`config.mk`:
```
export PLATFORM = sky130hd
export DESIGN_NAME = regfile_dual_port
export DESIGN_NICKNAME = d
export VERILOG_FILES = /design/src/rtl/regfile_dual_port.sv
export SDC_FILE = /design/constraint.sdc
export NUM_CORES = 1
export LEC_CHECK = 0
export BUFFER_PORTS_ARGS = -buffer_cell sky130_fd_sc_hd__buf_2
export CORE_MARGIN = 5
export CORE_UTILIZATION = 40
export CTS_CLUSTER_SIZE = 30
export DETAILED_ROUTE_END_ITERATION = 8
export GPL_TIMING_DRIVEN = 1
export PLACE_DENSITY = 0.7
export SYNTH_ARGS = -nofsm -noshare
export SYNTH_HDL_FRONTEND = slang
export SYNTH_SLANG_ARGS = --single-unit
```
`constraint.sdc`:
```
create_clock -name CLK -period 4.62 [get_ports CLK]
set_input_delay 0.231 -clock CLK [delete_from_list [all_inputs] [get_ports CLK]]
set_output_delay 0.231 -clock CLK [all_outputs]
set_load 0.02 [all_outputs]
```
`src/rtl/regfile_dual_port.sv`:
```
// -----------------------------------------------------------------------------
// regfile_dual_port
//
// Purpose:
//   Parametrised register file for the system control path. It has one write
//   port and one independent read port, both of which can be used in the same
//   cycle.
//   - The read is registered and comes with a one-cycle valid strobe.
//   - WR_PROTECT makes chosen entries read-only from the write port.
//   - A rejected access (out-of-range address, or a write to a protected
//     entry) raises a one-cycle Addr_Err pulse on the following cycle.
//   - The low NUM_EXPOSED entries are driven combinationally onto REG_OUT.
//
// Parameters:
//   DATA_WIDTH  - bits per entry
//   REG_NUM     - implemented entries (2 .. 2**ADDR_WIDTH)
//   ADDR_WIDTH  - address bits on both ports
//   NUM_EXPOSED - low entries mirrored on REG_OUT (1 .. REG_NUM)
//   WR_PROTECT  - REG_NUM-bit mask; bit i = 1 makes entry i read-only
//
// Ports:
//   CLK           in   clock, rising edge
//   RST           in   asynchronous active-high reset
//   WrEn          in   write request
//   WrAddr        in   write address
//   WrData        in   write data
//   RdEn          in   read request
//   RdAddr        in   read address
//   RdData        out  registered read data (holds when no read is issued)
//   RdData_Valid  out  one-cycle strobe: RdData was updated this cycle
//   Addr_Err      out  one-cycle strobe: previous-cycle access was rejected
//   REG_OUT       out  entry i on bits [i*DATA_WIDTH +: DATA_WIDTH]
//
// Optional feature (macro REGFILE_PARITY_EN):
//   Each entry stores an even-parity bit that is computed from WrData when the
//   entry is written. Every in-range read checks the stored bit and reports a
//   mismatch on Parity_Err, aligned with RdData_Valid. The test input Par_Flip
//   inverts the parity bit that is stored for the entry written in that cycle.
// -----------------------------------------------------------------------------
module regfile_dual_port #(
   parameter int                DATA_WIDTH  = 8,
   parameter int                REG_NUM     = 12,
   parameter int                ADDR_WIDTH  = 4,
   parameter int                NUM_EXPOSED = 6,
   parameter logic [REG_NUM-1:0] WR_PROTECT = '0
) (
   input  logic                              CLK,
   input  logic                              RST,
   input  logic                              WrEn,
   input  logic [ADDR_WIDTH-1:0]             WrAddr,
   input  logic [DATA_WIDTH-1:0]             WrData,
   input  logic                              RdEn,
   input  logic [ADDR_WIDTH-1:0]             RdAddr,
   output logic [DATA_WIDTH-1:0]             RdData,
   output logic                              RdData_Valid,
   output logic                              Addr_Err,
   output logic [NUM_EXPOSED*DATA_WIDTH-1:0] REG_OUT
`ifdef REGFILE_PARITY_EN
   ,
   input  logic                              Par_Flip,
   output logic                              Parity_Err
`endif
);

   // Illegal parameter combinations must stop elaboration.
   if ((NUM_EXPOSED > REG_NUM) || (REG_NUM > (2 ** ADDR_WIDTH)) ||
       (NUM_EXPOSED < 1) || (REG_NUM < 2)) begin : g_param_check
      $error("regfile_dual_port: illegal NUM_EXPOSED/REG_NUM/ADDR_WIDTH combination");
   end

   logic [DATA_WIDTH-1:0] mem_q [REG_NUM];

   logic [DATA_WIDTH-1:0] rd_data_q, rd_data_d;
   logic                  rd_vld_q,  rd_vld_d;
   logic                  addr_err_q, addr_err_d;

   logic [REG_NUM-1:0]    wr_sel;     // one-hot accepted write target
   logic                  wr_hit;     // write address in range and unprotected
   logic                  rd_hit;     // read address in range
   logic [DATA_WIDTH-1:0] rd_word;    // array word at RdAddr, 0 if out of range

   // Address decoding. Each entry is compared explicitly, so an address at or
   // above REG_NUM matches nothing and is treated as out of range.
   always_comb begin
      wr_sel  = '0;
      wr_hit  = 1'b0;
      rd_hit  = 1'b0;
      rd_word = '0;
      for (int i = 0; i < REG_NUM; i++) begin
         if (WrAddr == ADDR_WIDTH'(i) && !WR_PROTECT[i]) begin
            wr_sel[i] = WrEn;
            wr_hit    = 1'b1;
         end
         if (RdAddr == ADDR_WIDTH'(i)) begin
            rd_hit  = 1'b1;
            rd_word = mem_q[i];
         end
      end
   end

   // Write port. The read mux samples mem_q before this edge, so a read of the
   // same address in the same cycle returns the old contents.
   always_ff @(posedge CLK or posedge RST) begin
      if (RST) begin
         for (int i = 0; i < REG_NUM; i++) begin
            mem_q[i] <= '0;
         end
      end else begin
         for (int i = 0; i < REG_NUM; i++) begin
            if (wr_sel[i]) begin
               mem_q[i] <= WrData;
            end
         end
      end
   end

   // Read and error next-state logic. RdData holds its last value when no read
   // is issued.
   always_comb begin
      rd_data_d  = rd_data_q;
      rd_vld_d   = 1'b0;
      addr_err_d = (WrEn && !wr_hit) || (RdEn && !rd_hit);
      if (RdEn) begin
         rd_data_d = rd_word;
         rd_vld_d  = 1'b1;
      end
   end

   always_ff @(posedge CLK or posedge RST) begin
      if (RST) begin
         rd_data_q  <= '0;
         rd_vld_q   <= 1'b0;
         addr_err_q <= 1'b0;
      end else begin
         rd_data_q  <= rd_data_d;
         rd_vld_q   <= rd_vld_d;
         addr_err_q <= addr_err_d;
      end
   end

   assign RdData       = rd_data_q;
   assign RdData_Valid = rd_vld_q;
   assign Addr_Err     = addr_err_q;

   for (genvar g = 0; g < NUM_EXPOSED; g++) begin : g_expose
      assign REG_OUT[g*DATA_WIDTH +: DATA_WIDTH] = mem_q[g];
   end

`ifdef REGFILE_PARITY_EN
   logic [REG_NUM-1:0] par_q;
   logic               par_err_q, par_err_d;
   logic               rd_par_bad;

   // The stored bit makes the data plus parity even, so for a healthy entry it
   // equals the XOR reduction of the data.
   always_ff @(posedge CLK or posedge RST) begin
      if (RST) begin
         par_q <= '0;
      end else begin
         for (int i = 0; i < REG_NUM; i++) begin
            if (wr_sel[i]) begin
               par_q[i] <= (^WrData) ^ Par_Flip;
            end
         end
      end
   end

   always_comb begin
      rd_par_bad = 1'b0;
      for (int i = 0; i < REG_NUM; i++) begin
         if (RdAddr == ADDR_WIDTH'(i)) begin
            rd_par_bad = (^mem_q[i]) ^ par_q[i];
         end
      end
      par_err_d = RdEn && rd_hit && rd_par_bad;
   end

   always_ff @(posedge CLK or posedge RST) begin
      if (RST) begin
         par_err_q <= 1'b0;
      end else begin
         par_err_q <= par_err_d;
      end
   end

   assign Parity_Err = par_err_q;
`endif

endmodule

```
==> flow_metrics.tcl, run 1 <==
set metrics [dict create \
    hold_class "input pin to asynchronous set/reset pin" \
    die-width_um 126 \
    cts_root_buffer "clkbuf_16" \
    run_status "finished, violations left" \
    num_antenna_cells 0 \
    place_ws_ns 2.58 \
    vias 3399 \
    fin_area_um2 5770 \
    cp_max_fo 8 \
    clock_latency_ns 0.35 \
    fin_util_pct 43.7 \
    worst_pin_slew_ns 0.961 \
    avgViaCountPerCell 5.45 \
    cts_tree "built" \
    synthTopCellsByCount "106 x dfrtp_1, 84 x mux2_2, 52 x buf_4" \
    p_sw_uw 844 \
    placedCellCount 608 \
    yosys-top-cells-area "dfrtp_1 50%, mux2_2 18%, buf_4 7.3%, mux2i_1 3.4%, mux2_4 2.5%" \
    antenna_left 0 \
    overflow 0 \
    cts_made_buffers 9 \
    ctsHtreeMaxLevel 3 \
    grt_pass1_vias 3577 \
    relSlewSlack_pct 35.8 \
    synth_top_area_cell "dfrtp_1" \
    setup_tns_ns 0 \
    wl_per_cell_um 20.6 \
    antenna_found_initial 0 \
    stdcell_count 624 \
    die_h_um 126 \
    io_buffers 77 \
    fin_crit_sh_pct 36.1 \
    fp.coreArea_um2 13200 \
    globalplace.congestion 0.820 \
    setup_violations 0 \
    critPathLaunchType "input pin" \
    wl_um 12800 \
    ctsHoldBuffers 0 \
    first_pass_iters 4 \
    cp-end-kind "flop" \
    p_leak_nw 2.59 \
    start_util_pct 40.6 \
    critPathKind "input pin to flop" \
    synth.cell_area_um2 5350 \
    switching_share_pct 31.0 \
    synth_top_area_share_pct 49.6 \
    synth_most_common_cell "dfrtp_1" \
    syn_inst 427 \
    drtIter0Drc 260 \
    grt_pass1_wl_um 20700 \
    final_hold_viol_count 7 \
    avgSynthCellArea_um2 12.5 \
    setup_slack_ns 2.95 \
    nets 463 \
    die_area_um2 15800 \
    pwr-share-seq_pct 46.9 \
    drv_cap 0 \
    rsz0062_at_grt "no" \
    crit_required_ns 4.86 \
    p_per_area_nw_per_um2 473 \
    synthFlopType "dfrtp_1" \
    yosys_warnings 0 \
    track_usage_pct 16.6 \
    p_int_mw 1.88 \
    fin_crit_ns 1.67 \
    synth_edf_count 0 \
    cts_sinks 106 \
    crit_start "WrAddr[2]" \
    r2r-start "mem_q[26]" \
    fin_skew_ns 0.00500 \
    fp-row-count 42 \
    dp_hpwl_um 8860 \
    grt_max_degree 56 \
    peakVddDrop_mv 0.201 \
    ys_ff_latch 106 \
    max_freq_ghz 0.599 \
    syn_nets 447 \
    place_area_um2 5460 \
    synth_cell_types 45 \
    violations "negative hold slack" \
    clk_pin_slew_worst_paths_ns 0.07 \
    cts_resized 0 \
    ys_seq_area_share_pct 49.6 \
    arrival_ns 1.91 \
    syn_to_final_growth_pct 7.79 \
    finalMaxSlewViolations 0 \
    finalHoldWorstSlack_ns -0.00480 \
    drive_above_1_share_pct 46.2 \
    clockPowerShare_pct 29.1 \
    cts_setup_buffers 0 \
    remaining_drc_errors 0 \
    ioPinCount 78 \
    clockBufferDepth 2 \
    power_mw 2.73 \
    combPwrFrac_pct 24.0 \
    async_reset_ff_share_pct 100 \
]
## worst max-delay path, cell delays in order
cell and delay, ns:
buf_2 0.13, nor3b_2 0.30, nor2b_1 0.81, mux2_2 0.43
## sequential cells by signal, summed over array words and instances (netlist names)
| signal | count |
|---|---|
| REG_OUT | 48 |
| Addr_Err | 1 |
| mem_q | 48 |
| RdData | 8 |
| RdData_Valid | 1 |
## power groups by stage
| stage | logic, mW | registers (mW) | clock network (mW) |
|---|---|---|---|
| 6_report | 0.655 | 1.28 | 0.793 |
| 4_1_cts | 0.665 | 1.28 | 0.802 |
| 3_5_place_dp | 0.664 | 1.29 | 0 |
| 2_1_floorplan | 0.604 | 1.26 | 0 |
| 5_1_grt | 0.711 | 1.31 | 0.843 |
| 3_3_place_gp | 0.652 | 1.29 | 0 |
## final timing paths
path / endpoint / slack, ns / cells past startpoint
max in group asynchronous: mem_q[32] / 3.50 / 3
worst max-delay path: REG_OUT[28] / 2.95 / 4
worst max register to register: RdData[2] / 3.18 / 5
min in group CLK: RdData_Valid / 0.20 / 1
worst min register to register: mem_q[31] / 0.50 / 1
worst min-delay path: REG_OUT[18] / -0.005 / 2
## per-layer routing
| layer | global-route usage (%) | wire [µm] | up-vias |
|---|---|---|---|
| met3 | 4.66 | 841 | 17 |
| met1 | 22.5 | 5710 | 1769 |
| met5 | 0 | 0 | - |
| met2 | 25.6 | 6000 | 94 |
| li1 | - | - | 1519 |
| met4 | 5.87 | 281 | 0 |
## logic make-up (layout without fill, tap and decap cells)
logic type,after synthesis,count (layout),synth area share [%]
flip-flops,106,106,49.6
AO/OA/AOI/OAI,59,59,8.40
multiplexers,117,117,24.8
buffers and inverters,78,99,9.87
AND/OR/NAND/NOR,67,67,7.30
## final cells by class
| type | count | area, µm² |
|---|---|---|
| tap | 176 | 220 |
| timing repair buffer | 79 | 400 |
| inverter | 4 | 17.5 |
| clock inverter | 4 | 50.0 |
| fill | 1197 | 7420 |
| clock buffer | 12 | 256 |
| sequential | 106 | 2650 |
| multi-input combinational | 243 | 2170 |
## cell usage in the layout, fill, tap and decap left out, types with 4 or more instances in the layout
master / count
mux2_1: 6
nor2_1: 14
o22ai_1: 14
nor3_1: 7
nor2_2: 6
mux2_2: 84
nand2b_1: 7
buf_2: 77
mux2i_1: 18
clkbuf_16: 9
a21oi_1: 6
a211oi_1: 8
mux2_4: 9
o21ai_0: 4
nand2_1: 12
dfrtp_1: 106
nor2b_1: 7
o221ai_1: 12
Power figures use the tool's default switching activity.
==> inputs of run 2 (changes only) <==
--- a/config.mk
+++ b/config.mk
@@ -5,13 +5,14 @@
 export SDC_FILE = /design/constraint.sdc
 export NUM_CORES = 1
 export LEC_CHECK = 0
+export ABC_AREA = 1
 export BUFFER_PORTS_ARGS = -buffer_cell sky130_fd_sc_hd__buf_2
 export CORE_MARGIN = 5
 export CORE_UTILIZATION = 40
 export CTS_CLUSTER_SIZE = 30
 export DETAILED_ROUTE_END_ITERATION = 8
 export GPL_TIMING_DRIVEN = 1
-export PLACE_DENSITY = 0.7
+export PLACE_DENSITY = 0.71
 export SYNTH_ARGS = -nofsm -noshare
 export SYNTH_HDL_FRONTEND = slang
 export SYNTH_SLANG_ARGS = --single-unit
==> constraint.sdc (replaced) <==
create_clock -name CLK -period 1.7 [get_ports CLK]
set_input_delay 0.085 -clock CLK [delete_from_list [all_inputs] [get_ports CLK]]
set_output_delay 0.085 -clock CLK [all_outputs]
set_load 0.02 [all_outputs]
==> run 2 against run 1 <==
The flow now finishes without violations. Final cell count is 30% higher. Core utilization is 1.9 points higher. Critical path type unchanged. Routed wire length is 13% higher.
==> flow_metrics.tcl, run 2 <==
set metrics [dict create \
    place_ws_ns -0.364 \
    cp_top_family "simple AND/OR/NAND/NOR gates" \
    clock_latency_ns 0.35 \
    power_mw 7.44 \
    cp_slowest_cell "nor2_4" \
    finalMaxSlewViolations 0 \
    drtIter0Drc 531 \
    hold_class "input pin to flop" \
    syn_nets 629 \
    synth_top_area_share_pct 52.2 \
    die-width_um 123 \
    worst_pin_slew_ns 0.660 \
    synthTopCellsByCount "173 x nand2_1, 106 x dfrtp_1, 70 x o21ai_1" \
    dp_hpwl_um 10300 \
    ys_seq_area_share_pct 52.2 \
    wl_per_cell_um 17.8 \
    cts_root_buffer "clkbuf_16" \
    ioPinCount 78 \
    avgViaCountPerCell 5.31 \
    wl_um 14500 \
    p_sw_mw 2.29 \
    fin_area_um2 5710 \
    ctsHtreeMaxLevel 3 \
    globalplace.congestion 1.03 \
    setup_violations 0 \
    cts_setup_buffers 0 \
    grt_max_degree 107 \
    grt_pass1_wl_um 23100 \
    syn_to_final_growth_pct 12.3 \
    die_h_um 123 \
    yosys_warnings 0 \
    antenna_found_initial 0 \
    p_leak_nw 2.85 \
    vias 4320 \
    cts_made_buffers 9 \
    synth_edf_count 0 \
    cp-end-kind "flop" \
    p_per_area_nw_per_um2 1300 \
    fp-row-count 41 \
    clk_pin_slew_worst_paths_ns 0.07 \
    final_common_cell "nand2_1" \
    crit_required_ns 1.99 \
    switching_share_pct 30.8 \
    remaining_drc_errors 0 \
    cts_tree "built" \
    max_stage_delay_ns 0.45 \
    setup_tns_ns 0 \
    relSlewSlack_pct 55.8 \
    syn_inst 609 \
    synth_cell_types 22 \
    peakVddDrop_mv 0.498 \
    die_area_um2 15100 \
    grt_pass1_vias 4254 \
    synth.cell_area_um2 5080 \
    path_buf_inv 1 \
    track_usage_pct 20.1 \
    cpMostUsedCell "nand2_1" \
    overflow 0 \
    first_pass_iters 6 \
    run_status "finished, final reports clean" \
    cp_cell_sequence "buf_2 > nor2_4 > nand3_1 > nor2_1 > nor2_1 > nand4_1 > nand2_1 > nand4_1 > nand2_1 > nand2_1" \
    cts_sinks 106 \
    antenna_left 0 \
    critPathKind "input pin to flop" \
    fin_crit_ns 1.37 \
    pwr-share-seq_pct 46.0 \
    async_reset_ff_share_pct 100 \
    cp_max_fo 25 \
    combPwrFrac_pct 19.8 \
    final_hold_viol_count 0 \
    fin_crit_sh_pct 80.6 \
    fp.coreArea_um2 12500 \
    num_antenna_cells 0 \
    critPathLaunchType "input pin" \
    synth_top_area_cell "dfrtp_1" \
    clockBufferDepth 2 \
    seqCellArea_um2 2650 \
    final_cell_mix "173 x nand2_1, 106 x dfrtp_1, 77 x buf_2, 70 x o21ai_1, 39 x nand3_1" \
    yosys-top-cells-area "dfrtp_1 52%, nand2_1 13%, buf_4 7.1%, o21ai_1 6.9%, nand3_1 3.8%" \
    setup_slack_ns 0.329 \
    nets 657 \
    n_fill_cell 1239 \
    max_freq_ghz 0.730 \
    synth_most_common_cell "nand2_1" \
    p_int_mw 5.15 \
    synthFlopType "dfrtp_1" \
    arrival_ns 1.66 \
    io_buffers 77 \
    drive_above_1_share_pct 20.4 \
    avgSynthCellArea_um2 8.35 \
    ys_ff_latch 106 \
    rsz0062_at_grt "no" \
    start_util_pct 40.6 \
    clockPowerShare_pct 34.2 \
    multiInputGateArea_um2 1830 \
    fin_skew_ns 0.00762 \
    place_area_um2 5320 \
    drv_cap 0 \
]
==> run 2: tightest hold or removal path: stages <==
cell	delay [ns]
buf_2	0.12
nand3_1	0.07
nand2_1	0.07
==> run 2: cell type report <==
cell class | instances | share of cell area (%)
clock buffer | 11 | 4.25
clock inverter | 5 | 2.19
multi-input combinational | 393 | 32.1
timing repair buffer | 89 | 8.64
inverter | 38 | 2.61
tap | 172 | 3.77
sequential | 106 | 46.5
==> run 2: timing repair <==
action                                  CTS  global route
endpoints found under the hold margin   107             0
endpoints found under the setup margin    1             0
gates resized for setup                   1             0
hold buffers                              2             0
==> run 2: worst paths after layout <==
path	from	cells after the start	slack, ns	endpoint
hold reg to reg	mem_q[36]	2	0.49	mem_q[36]
min in group asynchronous	RST	4	0.42	REG_OUT[38]
hold / removal	WrAddr[2]	3	0.04	Addr_Err
setup reg to reg	REG_OUT[3]	8	0.44	RdData[3]
max in group asynchronous	RST	4	0.84	RdData[0]
setup / recovery	RdAddr[3]	10	0.33	RdData[5]
==> run 2: cells by family after synthesis <==
group                  synth area share (%)
AO/OA/AOI/OAI                          11.9
buffers and inverters                  11.9
flip-flops                             52.2
AND/OR/NAND/NOR                        24.0
==> run 2: through the flow <==
step / util [%] / hold WS [ns] / cells
floorplan: - / 0.116 / 609
global placement: 42.5 / 0.287 / 796
detailed placement: 42.5 / 0.295 / 796
CTS: 45.6 / 0.0341 / 814
global route: 45.6 / 0.0401 / 814
finish: 45.6 / 0.0392 / 814
==> run 2: power by group through the flow <==
stage	clock, mW	sequential, mW	combinational, mW
global placement	0	3.44	1.44
floorplan	0	3.35	1.28
global route	2.68	3.48	1.64
detailed placement	0	3.45	1.48
CTS	2.55	3.41	1.48
finish	2.54	3.42	1.47
==> run 2: routing by layer <==
metal  track usage, %  routed length (µm)  vias to the layer above
met1             27.2                6180                     2083
li1                 -                   -                     1993
met4             7.91                 436                        0
met5                0                   0                        -
met3             3.13                 977                       33
met2             32.5                6910                      211
==> inputs of run 3 (changes only) <==
--- a/config.mk
+++ b/config.mk
@@ -5,14 +5,14 @@
 export SDC_FILE = /design/constraint.sdc
 export NUM_CORES = 1
 export LEC_CHECK = 0
-export ABC_AREA = 1
+export ABC_AREA = 0
 export BUFFER_PORTS_ARGS = -buffer_cell sky130_fd_sc_hd__buf_2
 export CORE_MARGIN = 5
 export CORE_UTILIZATION = 40
 export CTS_CLUSTER_SIZE = 30
 export DETAILED_ROUTE_END_ITERATION = 8
 export GPL_TIMING_DRIVEN = 1
-export PLACE_DENSITY = 0.71
+export PLACE_DENSITY = 0.7
 export SYNTH_ARGS = -nofsm -noshare
 export SYNTH_HDL_FRONTEND = slang
 export SYNTH_SLANG_ARGS = --single-unit
==> constraint.sdc (replaced) <==
create_clock -name CLK -period 1.42 [get_ports CLK]
set_input_delay 0.071 -clock CLK [delete_from_list [all_inputs] [get_ports CLK]]
set_output_delay 0.071 -clock CLK [all_outputs]
set_load 0.02 [all_outputs]
==> run 3 against run 2 <==
Critical path depth is 6 lower. Total power grew 22%. Design area rose by 9.1%. Clock power increased by 2%. Clock skew shrank 0.0011 ns. Non-clock buffer count up 32. Core utilization is 1.6 points higher. Sequential power is 22% higher. Register-to-register slack worse by 0.36 ns. Via count shrank 18%. Combinational power up 55%. Flip-flop and latch count unchanged.
==> flow_metrics.tcl, run 3 (synthesis results as in run 1) <==
set metrics [dict create \
    run_status "finished, final reports clean" \
    final_cell_mix "106 x dfrtp_1, 84 x mux2_2, 77 x buf_2, 37 x buf_4, 18 x mux2i_1" \
    relSlewSlack_pct 60.1 \
    max_stage_delay_ns 0.44 \
    dp_hpwl_um 9410 \
    peakVddDrop_mv 0.627 \
    first_pass_iters 4 \
    path_buf_inv 0 \
    grt_pass1_vias 3715 \
    critPathKind "flop to flop" \
    track_usage_pct 16.6 \
    arrival_ns 1.57 \
    clockBufferDepth 2 \
    antenna_found_initial 0 \
    worst_pin_slew_ns 0.598 \
    rsz0062_at_grt "no" \
    nets 505 \
    grt_max_degree 107 \
    drtIter0Drc 232 \
    avgViaCountPerCell 5.34 \
    final_common_cell "dfrtp_1" \
    remaining_drc_errors 0 \
    drv_cap 0 \
    final_hold_viol_count 0 \
    die-width_um 126 \
    finalMaxSlewViolations 0 \
    vias 3559 \
    die_h_um 126 \
    num_antenna_cells 0 \
    clk_pin_slew_worst_paths_ns 0.07 \
    ctsHtreeMaxLevel 3 \
    cts_made_buffers 9 \
    fp.coreArea_um2 13200 \
    globalplace.congestion 0.859 \
    max_freq_ghz 0.747 \
    critPathLaunchType "flop" \
    cts_setup_buffers 0 \
    start_util_pct 40.6 \
    placedCellCount 650 \
    fin_crit_ns 1.34 \
    clock_latency_ns 0.35 \
    overflow 0 \
    wl_per_cell_um 19.7 \
    cp_top_family "compound AO/OA/AOI/OAI gates" \
    p_leak_nw 2.84 \
    wl_um 13100 \
    die_area_um2 15800 \
    cp-end-kind "flop" \
    power_mw 9.04 \
    drive_above_1_share_pct 52.0 \
    reg2reg_slack_ns 0.08 \
    antenna_left 0 \
    ioPinCount 78 \
    crit_required_ns 1.65 \
    cts_tree "built" \
    cts_sinks 106 \
    cp_slowest_cell "dfrtp_1" \
    cts_root_buffer "clkbuf_16" \
    fin_skew_ns 0.00648 \
    stdcell_count 666 \
    grt_pass1_wl_um 20800 \
    n_fill_cell 1159 \
    fin_crit_sh_pct 94.3 \
    io_buffers 77 \
    p_per_area_nw_per_um2 1450 \
    cp_max_fo 3 \
    cp_cell_sequence "a211oi_2 > a2111oi_4 > a2111oi_4 > nor2_1" \
    syn_to_final_growth_pct 16.4 \
    fp-row-count 42 \
    hold_class "input pin to flop" \
    setup_violations 0 \
    cpMostUsedCell "a2111oi_4" \
]
==> run 3: cell count changes in the layout (fill, tap and decap cells not counted), sizes merged, moves of 33 or more <==
cell | previous run | this run
inv | 37 | 4
buf | 87 | 120
nand3 | 39 | 2
nand2 | 175 | 13
o21ai | 104 | 4
mux2 | 0 | 99
==> run 3: metrics by stage <==
stage                     TNS, ns  setup slack [ns]  util, %  hold WS [ns]  instance area (µm²)
after floorplan                 0            0.0755        -         0.102                 5350
after global placement     -0.416           -0.0548     44.4         0.273                 5850
after detailed placement   -0.935            -0.134     44.4         0.276                 5850
after CTS                       0            0.0185     46.9        0.0456                 6180
after global routing            0           0.00552     47.2        0.0479                 6230
final                           0            0.0806     47.2        0.0442                 6230
==> run 3: per-layer routing <==
layer  vias to the layer above  routed length [µm]  GRT usage, %
met4                         0                 174          4.85
met3                        13                 889          4.32
li1                       1621                   -             -
met5                         -                   0             0
met1                      1811                5700          22.2
met2                       114                6380          26.8
==> run 3: final cells by class <==
cell class | instances | area, µm² | share of cell area (%)
timing repair buffer | 121 | 793 | 12.7
tap | 176 | 220 | 3.54
clock buffer | 11 | 253 | 4.06
clock inverter | 5 | 61.3 | 0.985
multi-input combinational | 243 | 2230 | 35.8
sequential | 106 | 2650 | 42.6
inverter | 4 | 18.8 | 0.301
==> run 3: final timing paths <==
path | to | cells past startpoint | from
worst max-delay path | RdData[2] | 4 | REG_OUT[34]
worst min-delay path | RdData_Valid | 1 | RdEn
worst max register to register | RdData[2] | 4 | REG_OUT[34]
worst min register to register | mem_q[28] | 1 | mem_q[28]
max in group asynchronous | REG_OUT[13] | 4 | RST
min in group asynchronous | REG_OUT[26] | 4 | RST
==> run 3: repair_timing <==
action	in CTS	in global routing
endpoints found under the setup margin	1	1
hold endpoints to repair	106	0
gates resized for setup	2	7
hold buffers	1	0
pin swaps	0	5
==> run 3: power by group <==
| group | internal [mW] | switching [mW] |
|---|---|---|
| sequential | 3.69 | 0.487 |
| combinational | 1.07 | 1.21 |
| clock | 1.47 | 1.11 |
| total | 6.23 | 2.81 |
